<file path="config.mk">
export PLATFORM = sky130hd
export DESIGN_NAME = cbnz_branch_and_gate
export DESIGN_NICKNAME = d
export VERILOG_FILES = /design/src/rtl/legv8_pkg.sv /design/src/rtl/cbnz_branch_and_gate_branch_cond.sv /design/src/rtl/cbnz_branch_and_gate.sv
export SDC_FILE = /design/constraint.sdc
export NUM_CORES = 1
export LEC_CHECK = 0
export CELL_PAD_IN_SITES_DETAIL_PLACEMENT = 1
export CELL_PAD_IN_SITES_GLOBAL_PLACEMENT = 1
export CORE_MARGIN = 2
export CORE_UTILIZATION = 37
export CTS_CLUSTER_DIAMETER = 30
export DETAILED_ROUTE_END_ITERATION = 8
export HOLD_SLACK_MARGIN = 0.03
export MAX_ROUTING_LAYER = met4
export PLACE_DENSITY = 0.79
export SLEW_MARGIN = 20
export SYNTH_ARGS = -nofsm -noshare
export SYNTH_HDL_FRONTEND = slang
export SYNTH_SLANG_ARGS = --single-unit
</file>
<file path="constraint.sdc">
create_clock -name clk -period 2.9 [get_ports clk]
set_clock_uncertainty 0.15 [all_clocks]
set_input_delay 0.29 -clock clk [delete_from_list [all_inputs] [get_ports clk]]
set_output_delay 0.29 -clock clk [all_outputs]
set_load 0.03 [all_outputs]
</file>
<file path="src/rtl/legv8_pkg.sv">
// ----------------------------------------------------------------------------
// legv8_pkg
// Shared constants for the LEGv8 datapath blocks.
//   LEGV8_CNT_W : default width of the taken-branch performance counter.
// ----------------------------------------------------------------------------
package legv8_pkg;

    localparam int unsigned LEGV8_CNT_W = 16;

endpackage : legv8_pkg

</file>
<file path="src/rtl/cbnz_branch_and_gate_branch_cond.sv">
// ----------------------------------------------------------------------------
// branch_cond
// Purely combinational branch-condition logic for the EX stage.
// Ports:
//   branch        in  CBNZ-type branch in EX
//   zero          in  ALU zero flag of the tested register
//   cbz_branch    in  CBZ-type branch in EX
//   uncond_branch in  unconditional B in EX
//   out           out CBNZ take condition (branch & ~zero)
//   pc_src        out PC-source select, OR of all take conditions
// ----------------------------------------------------------------------------
module branch_cond (
    input  logic branch,
    input  logic zero,
    input  logic cbz_branch,
    input  logic uncond_branch,
    output logic out,
    output logic pc_src
);

    logic cbnz_take_s;
    logic cbz_take_s;

    // Take conditions; a plain AND keeps out at 0 whenever zero is 1, even
    // if branch is unknown.
    always_comb begin
        cbnz_take_s = branch & ~zero;
        cbz_take_s  = cbz_branch & zero;
        out         = cbnz_take_s;
        pc_src      = cbnz_take_s | cbz_take_s | uncond_branch;
    end

endmodule : branch_cond

</file>
<file path="src/rtl/cbnz_branch_and_gate.sv">
// ----------------------------------------------------------------------------
// cbnz_branch_and_gate
// Branch-decision gate: combinational CBNZ condition and PC-source select,
// an EX/MEM registered copy of the select, and a saturating counter of
// registered taken decisions.
// Ports:
//   clk, rst       clock, asynchronous active-high reset
//   branch, zero   CBNZ inputs          -> out (comb)
//   cbz_branch     CBZ instruction in EX
//   uncond_branch  B instruction in EX
//   stall          hold registered state
//   flush          clear registered decision (wins over stall)
//   pc_src         comb PC-source select
//   pc_src_q       registered pc_src
//   taken_cnt      saturating count of registered taken decisions
// ----------------------------------------------------------------------------
module cbnz_branch_and_gate
    import legv8_pkg::*;
#(
    parameter int unsigned CNT_W = LEGV8_CNT_W
) (
    input  logic             clk,
    input  logic             rst,
    input  logic             branch,
    input  logic             zero,
    output logic             out,
    input  logic             cbz_branch,
    input  logic             uncond_branch,
    input  logic             stall,
    input  logic             flush,
    output logic             pc_src,
    output logic             pc_src_q,
    output logic [CNT_W-1:0] taken_cnt
);

    localparam logic [CNT_W-1:0] CNT_ONE = {{(CNT_W-1){1'b0}}, 1'b1};
    localparam logic [CNT_W-1:0] CNT_MAX = {CNT_W{1'b1}};

    logic             pc_src_d;
    logic [CNT_W-1:0] taken_cnt_d;
    logic [CNT_W-1:0] taken_cnt_q;

    branch_cond u_branch_cond (
        .branch        (branch),
        .zero          (zero),
        .cbz_branch    (cbz_branch),
        .uncond_branch (uncond_branch),
        .out           (out),
        .pc_src        (pc_src)
    );

    // Next-state for the EX/MEM decision and counter: flush > stall > load.
    always_comb begin
        pc_src_d    = pc_src_q;
        taken_cnt_d = taken_cnt_q;
        if (flush) begin
            pc_src_d    = 1'b0;
        end else if (stall) begin
            pc_src_d    = pc_src_q;
            taken_cnt_d = taken_cnt_q;
        end else begin
            pc_src_d = pc_src;
            // Counter sticks at all-ones rather than wrapping.
            if (pc_src && (taken_cnt_q != CNT_MAX)) begin
                taken_cnt_d = taken_cnt_q + CNT_ONE;
            end else begin
                taken_cnt_d = taken_cnt_q;
            end
        end
    end

    // State registers with asynchronous clear.
    always_ff @(posedge clk or posedge rst) begin
        if (rst) begin
            pc_src_q    <= 1'b0;
            taken_cnt_q <= {CNT_W{1'b0}};
        end else begin
            pc_src_q    <= pc_src_d;
            taken_cnt_q <= taken_cnt_d;
        end
    end

    assign taken_cnt = taken_cnt_q;

endmodule : cbnz_branch_and_gate

</file>
* Word level (Yosys, flattened, before mapping)
Cells that the tools add are included.
** Word-level totals
- Memory bits (writable) :: 0
- Latch bits :: 0
- Input bits :: 8
- Memories :: 0
- Memory bits (read-only) :: 0
- Output and inout bits :: 19
- Logic and storage cells :: 16
- Bits in registers :: 17
** Operators by class
- Div/mod/pow operators :: 0
- Multipliers :: 0
- Add/sub/neg operators :: 1
- Reduce and logical (&&, ||, !) cells :: 2
- Bitwise logic cells :: 7
- Equality and inequality tests :: 2
- Shift-type cells :: 0
- Multiplexer cells :: 2
- $lt $le $gt $ge :: 0
** Operators by type and width (number)
- adder 16 x 1 -> 16 bit (second input constant) :: 1
- inequality test 16 bit (second input constant) :: 1
- NOT 1 bit :: 3
- AND reduction 3 bit :: 1
- AND 1 bit :: 2
- two-way mux 1 bit :: 2
- inequality test 2 x 1 -> 1 bit (second input constant) :: 1
- OR 1 bit :: 2
- logical AND 1 bit :: 1

* Logic depth before layout (Yosys ltp)
Gate-level depths: netlist of the first run.
- Word-level depth :: 6
- Gate-level depth with buffers :: 5
- Gate-level depth less buffers :: 5

* Modules after synthesis
Synthesis of the first run repeated with hierarchy kept, for this count alone.
** Unflattened totals
- Cell total of the unflattened synthesis :: 78
- Area, all modules :: 829.5 um^2
** By module, submodules not included
- cbnz_branch_and_gate :: area each 814.5 um^2, sequential area each 425.4 um^2, times used 1, cells each 76
- branch_cond :: area each 15.0 um^2, sequential area each 0.0 um^2, times used 1, cells each 2

* Worst setup path before layout of the first run
Ideal clock, no wire load.
- Kind :: register to register
- From :: register taken_cnt_q[0], in the netlist taken_cnt[0]
- To :: register taken_cnt_q[1], in the netlist taken_cnt[1]
- Slack :: 0.854 ns
- Clock period less this slack :: 2.046 ns
- Setup time :: 0.125 ns
- Path buffers :: 0
- Required time :: 2.625 ns
- Arrival time :: 1.771 ns
- Cell stages (with the launch flop) :: 6
- Cell sequence :: dfrtp_1 ha_1 nand3_1 nor4_4 nor2_2 mux2_4
** On the way
- Longest elaborated chain between the ends :: 3
- Elaborated cells on any way between the ends :: 4
- Classes of those cells :: add/sub (1); eq/ne (1); reduce/logical (2)
** RTL lines
- start, declared :: RTL line cbnz_branch_and_gate.sv:41 : logic [CNT_W-1:0] taken_cnt_q;
- start signal, assigned :: RTL line cbnz_branch_and_gate.sv:76 : taken_cnt_q <= {CNT_W{1'b0}};
- start signal, assigned :: RTL line cbnz_branch_and_gate.sv:79 : taken_cnt_q <= taken_cnt_d;
- branches (longest 3 deep; another with adder 16 x 1 -> 16 bit)
Parallel ways; which one is timed is not known.
A chain may end at the register's enable or synchronous reset.

* Final worst setup path of the first run
- From :: input zero
- To :: output pc_src
** On the way
- Longest elaborated chain between the ends :: 4
- Elaborated cells on any way between the ends :: 5
- Classes of those cells :: bitwise (5)
** RTL lines
- start, declared :: RTL line cbnz_branch_and_gate.sv:25 : input logic zero,
- NOT 1 bit :: RTL line cbnz_branch_and_gate_branch_cond.sv:27 : cbnz_take_s = branch & ~zero;
- AND 1 bit :: RTL line cbnz_branch_and_gate_branch_cond.sv:27
- OR 1 bit * (2 in a row) :: RTL line cbnz_branch_and_gate_branch_cond.sv:30 : pc_src = cbnz_take_s | cbz_take_s | uncond_branch;
- end, declared :: RTL line cbnz_branch_and_gate.sv:31 : output logic pc_src,
Every way passes the cells marked *; elsewhere a longest branch is shown, timed or not.

==> flow_summary.ini, run 1 <==
[outcome]
outcome = complete, no violations

[global_routing]
globalRoute.totalOverflow = 0
first_pass_grt_wire_length_um = 3600
number_of_global_route_vias_before_repair = 771
grt_antenna_before_repair = 0
maximum_number_of_pins_on_one_net_before_global_route_repair = 18
gr-usage-all-layers_pct = 18.8

[clocking]
numClockSinks = 17
cts.path.max_buffers = 2
insertion_delay_ns = 0.29
post_cts.resized_instances = 0
cts_htree_levels = 1
clk_pin_slew_ns = 0.10
clock_tree_from_tritoncts = done
cts_made_buffers = 3
ctsRootBufferMaster = clkbuf_4
ctsHoldBuffers = 0
postCtsSetupRepairBufs = 0

[layout]
num-fill-cells = 252
post_route_cells_drive_above_1_share_pct = 11.9
non_filler_instance_count_after_layout = 137
number_of_diodes_added_for_antenna_fixing = 0
synthToLayoutAreaGrowth_pct = 36.5
finalInstanceArea_sq_um = 1200
nNetsFinal = 119

[drt]
antenna_left = 0
detailroute.via_count = 726
viasPerCell = 5.30
routed_wire_length_per_instance_um = 15.7
drt_drc_violations_left = 0
postRouteWirelength_um = 2150
detailedRoute.firstPassIterationCount = 4
detail_route.iter0.violations = 7

[synthesis]
yosys-top-cells-area = dfrtp_1 48%, xor2_1 13%, nor3_1 4.0%
syn_inst = 79
netlist.top_cell.by_area = dfrtp_1
syn-cell-area_sq_um = 881
synth_largest_type_area_fraction_pct = 48.3
postSynthRegisterBits = 17
mappedNetlistNets = 88
ys_seq_area_share_pct = 48.3
ys_warnings = 0
ys_types = 26
syn-mean-instance-area_sq_um = 11.1

[critical_path]
worstSetupPathType = primary input to primary output
r2r_setup_slack_ns = 0.83
start_kind = primary input
kind_of_end_point_of_the_critical_path = primary output
critical_path.slowest_cell = clkdlybuf4s50_1
worst_r2r_path_depth = 5
cp_data_arrival_time_ns = 2.05
worst_setup_path_startpoint = zero
critical_path.cell_chain = clkdlybuf4s50_1 > mux2_2 > or2_2 > clkdlybuf4s50_1
worst-endpoint-required_ns = 2.46
cp_slowest_stage_delay_ns = 0.61
r2r-start = taken_cnt[0]
timing.critical_path.fanout_max = 3
crit_path_frequent_cell = clkdlybuf4s50_1
timing.rr.end = taken_cnt[1]

[floorplan]
placement_rows = 17
initial_core_util_pct = 39.4
floorplan.die_area_sq_um = 2790
core_region_sq_um = 2230
die_x_um = 52.8
chipHeight_um = 52.8
boundaryPins = 27

[timing]
timing.hold.ws_ns = 0.228
timing.max_slew.rel_slack_pct = 56.7
grt_setup_unrepaired = no
slew_of_the_pin_with_the_lowest_slew_margin_ns = 0.649
timing.final.hold_violations = 0
fmaxAchievable_ghz = 0.402
timing_max_transition_violations_final = 0
layout_worst_path_cycle_share_pct = 85.9
finalSetupTns_ns = 0
finalSetupViolations = 0
finalWorstPathRequiredPeriod_ns = 2.49

[pwr]
vdd_drop_max_mv = 0.442
power.leakage_nw = 0.555
power_density_nw_per_um2 = 635

[placement]
dpl.cell_count = 133
port_buffers = 26
gp_routability_congestion = 0.757
post-dp-hpwl_um = 1660
dpl-instance-area_sq_um = 1180

[hold_path]
holdCritPathClass = primary input to async pin

[flow_run]
timing.max_cap.violations = 0
## registers in the layout, indices dropped and copies added (netlist names)
register,cells
pc_src_q,1
taken_cnt,16
## layer usage
metal	GRT usage (%)	share of wire, %
met1	22.4	44
met2	29.0	51
met3	4.86	3.3
met4	9.83	1.7
met5	-	0
## critical path: cells and delay by family
| kind | cells | cell delay [ns] |
|---|---|---|
| AND/OR/NAND/NOR | 1 | 0.30 |
| buffers and inverters | 2 | 1.09 |
| multiplexers | 1 | 0.37 |
## synthesized netlist by cell type, drive strengths merged
cell type	instances
xor2	13
mux2i	1
dfrtp	17
nand4	3
o21ai	1
and4	3
nor2	4
mux2	3
or2	2
o211ai	1
inv	2
nor2b	1
xnor2	1
nor4	6
ha	1
nor3b	2
o31ai	1
nor3	7
nand3	5
nand2	5
## metrics by stage
| step | worst slack [ns] | total power, mW | utilization, % |
|---|---|---|---|
| after floorplan | 0.854 | 0.508 | - |
| after global placement | 0.451 | 0.631 | 52.7 |
| after detailed placement | 0.406 | 0.644 | 52.7 |
| after CTS | 0.405 | 0.775 | 53.8 |
| after global routing | 0.357 | 0.812 | 53.8 |
| final | 0.410 | 0.764 | 53.8 |
## worst max path at each step
stage,to,slack [ns]
after floorplan,taken_cnt[1],0.85
after global placement,pc_src,0.45
after detailed placement,pc_src,0.41
after CTS,pc_src,0.40
after global routing,pc_src,0.36
final,pc_src,0.41
## placed cells by master (no fill, tap or decap)
cell             netlist  routed
clkdlybuf4s50_1        0      26
dfrtp_1               17      17
xor2_1                13      13
nor3_1                 7       7
nand3_1                5       5
nand2_1                5       5
nor4_1                 5       5
nor2_1                 3       3
clkbuf_4               0       3
mux2_2                 2       2
nand4_2                2       2
and4_1                 2       2
nor3b_1                2       2
inv_1                  2       2
o21ai_2                1       1
nand4_1                1       1
nor4_4                 1       1
o211ai_1               1       1
and4_2                 1       1
o31ai_1                1       1
or2_2                  1       1
mux2i_1                1       1
or2_1                  1       1
xnor2_1                1       1
nor2b_1                1       1
nor2_2                 1       1
mux2_4                 1       1
ha_1                   1       1
clkbuf_1               0       1
## layout make-up
cell class	count	area [sq um]	share of cell area (%)
Multi-Input combinational cell	60	448	37.3
Clock buffer	4	26.3	2.19
Sequential cell	17	425	35.4
Timing Repair Buffer	26	260	21.6
Tap cell	28	35.0	2.91
Inverter	2	7.51	0.624
## kinds of logic after synthesis
group | share of synthesized area [%]
AND/OR/NAND/NOR | 27.4
flip-flops | 48.3
XOR/XNOR | 13.9
multiplexers | 5.40
AO/OA/AOI/OAI | 2.70
buffers and inverters | 0.853
adder cells (fa/ha/maj) | 1.42
## power by group
group          leakage, nW  internal (mW)  switching (mW)
registers            0.220          0.281          0.0677
logic                0.319          0.132           0.154
clock network       0.0150         0.0535          0.0751
Power figures use the tool's default switching activity.
==> run 2, diff against run 1 <==
- CAP_MARGIN: default -> 20
==> results of run 2 <==
No change in the layout: final DEF, timing and power equal those of run 1.
==> run 3, diff against run 2 <==
--- a/constraint.sdc
+++ b/constraint.sdc
@@ -4,2 +4,2 @@
 set_output_delay 0.29 -clock clk [all_outputs]
-set_load 0.03 [all_outputs]
+set_load 0.1 [all_outputs]
==> flow_summary.ini, run 3 (synthesized netlist as in run 1, its figures left out) <==
[outcome]
outcome = complete, no violations

[layout]
layout.cells.most_common = buf_4
post_route_cells_drive_above_1_share_pct = 29.4
number_of_diodes_added_for_antenna_fixing = 0
nNetsFinal = 119
synthToLayoutAreaGrowth_pct = 31.1
flip_flop_count_of_the_largest_register_after_layout = 16
layout.cells.most_common_list = 19 x buf_4, 17 x dfrtp_1, 13 x xor2_1

[drt]
detail_route.iter0.violations = 6
routed_wire_length_per_instance_um = 14.9
postRouteWirelength_um = 2040
detailroute.via_count = 716
viasPerCell = 5.23
detailedRoute.firstPassIterationCount = 3
drt_drc_violations_left = 0
antenna_left = 0

[clocking]
clk_pin_slew_ns = 0.10
cts.path.max_buffers = 2
postCtsSetupRepairBufs = 0
clock_tree_from_tritoncts = done
cts_made_buffers = 3
ctsHoldBuffers = 0
ctsRootBufferMaster = clkbuf_4
numClockSinks = 17
cts_htree_levels = 1
post_cts.resized_instances = 0
insertion_delay_ns = 0.29

[flow_run]
timing.max_cap.violations = 0

[critical_path]
kind_of_end_point_of_the_critical_path = primary output
timing.critical_path.fanout_max = 3
worstSetupPathType = primary input to primary output
cp_data_arrival_time_ns = 1.69
start_kind = primary input
worst-endpoint-required_ns = 2.46

[timing]
layout_worst_path_cycle_share_pct = 73.4
finalWorstPathRequiredPeriod_ns = 2.13
timing.max_slew.rel_slack_pct = 56.9
timing_max_transition_violations_final = 0
finalSetupViolations = 0
finalSetupTns_ns = 0
slew_of_the_pin_with_the_lowest_slew_margin_ns = 0.646
fmaxAchievable_ghz = 0.470
grt_setup_unrepaired = no
timing.final.hold_violations = 0
timing.hold.ws_ns = 0.224
finalWorstSetupSlack_ns = 0.772

[pwr]
power_density_nw_per_um2 = 862
totalPowerFinal_uw = 995
power.leakage_nw = 0.583
vdd_drop_max_mv = 0.775

[floorplan]
core_region_sq_um = 2230
floorplan.die_area_sq_um = 2790
initial_core_util_pct = 39.4
die_x_um = 52.8
placement_rows = 17
boundaryPins = 27
chipHeight_um = 52.8

[hold_path]
holdCritPathClass = primary input to async pin

[global_routing]
first_pass_grt_wire_length_um = 3320
globalRoute.totalOverflow = 0
gr-usage-all-layers_pct = 17.2
maximum_number_of_pins_on_one_net_before_global_route_repair = 18
grt_antenna_before_repair = 0
number_of_global_route_vias_before_repair = 722

[placement]
gp_routability_congestion = 0.756
placement.setup.worst_slack_ns = 0.666
post-dp-hpwl_um = 1580
port_buffers = 26
[run 3: cell count changes in the layout (fill, tap and decap cells not counted)]
cell             previous run  this run
clkdlybuf4s50_1            26         7
buf_4                       0        19
[run 3: area by class of cell]
class                   count  area [sq um]
clock buffers               4          26.3
fillers                   266          1080
inverters                   2          7.51
multi-input cells          60           448
flip-flops and latches     17           425
well taps                  28          35.0
repair buffers             26           213
[run 3: critical path: stages]
cell and delay [ns]:
clkdlybuf4s50_1 0.49, mux2_2 0.37, or2_2 0.30, buf_4 0.24
[run 3: path summary, 6_finish.rpt]
check	from	endpoint	slack (ns)	cells after the start
min in group clk	taken_cnt[15]	taken_cnt[15]	0.36	1
worst max-delay path	zero	pc_src	0.77	4
worst min-delay path	rst	taken_cnt[12]	0.22	2
worst max register to register	taken_cnt[0]	taken_cnt[1]	0.79	5
max in group asynchronous	rst	taken_cnt[5]	1.96	2
worst min register to register	taken_cnt[15]	taken_cnt[15]	0.36	1
[run 3: report_power, final]
group | switching [mW] | internal [mW]
clock network | 0.0742 | 0.0535
logic | 0.404 | 0.113
registers | 0.0689 | 0.281
[run 3: layer usage]
metal	track usage, %	share of wire (%)	vias up
met4	7.26	0.83	0
met1	21.1	44	354
li1	-	-	347
met3	3.71	3.3	2
met5	-	0	-
met2	27.3	51	13
[run 3: metrics by stage]
step / std cells / utilization (%) / area, sq um
finish: 137 / 51.7 / 1150
global route: 137 / 51.7 / 1150
CTS: 137 / 51.7 / 1150
detailed placement: 133 / 50.5 / 1130
global placement: 133 / 50.5 / 1130
floorplan: 79 / - / 881
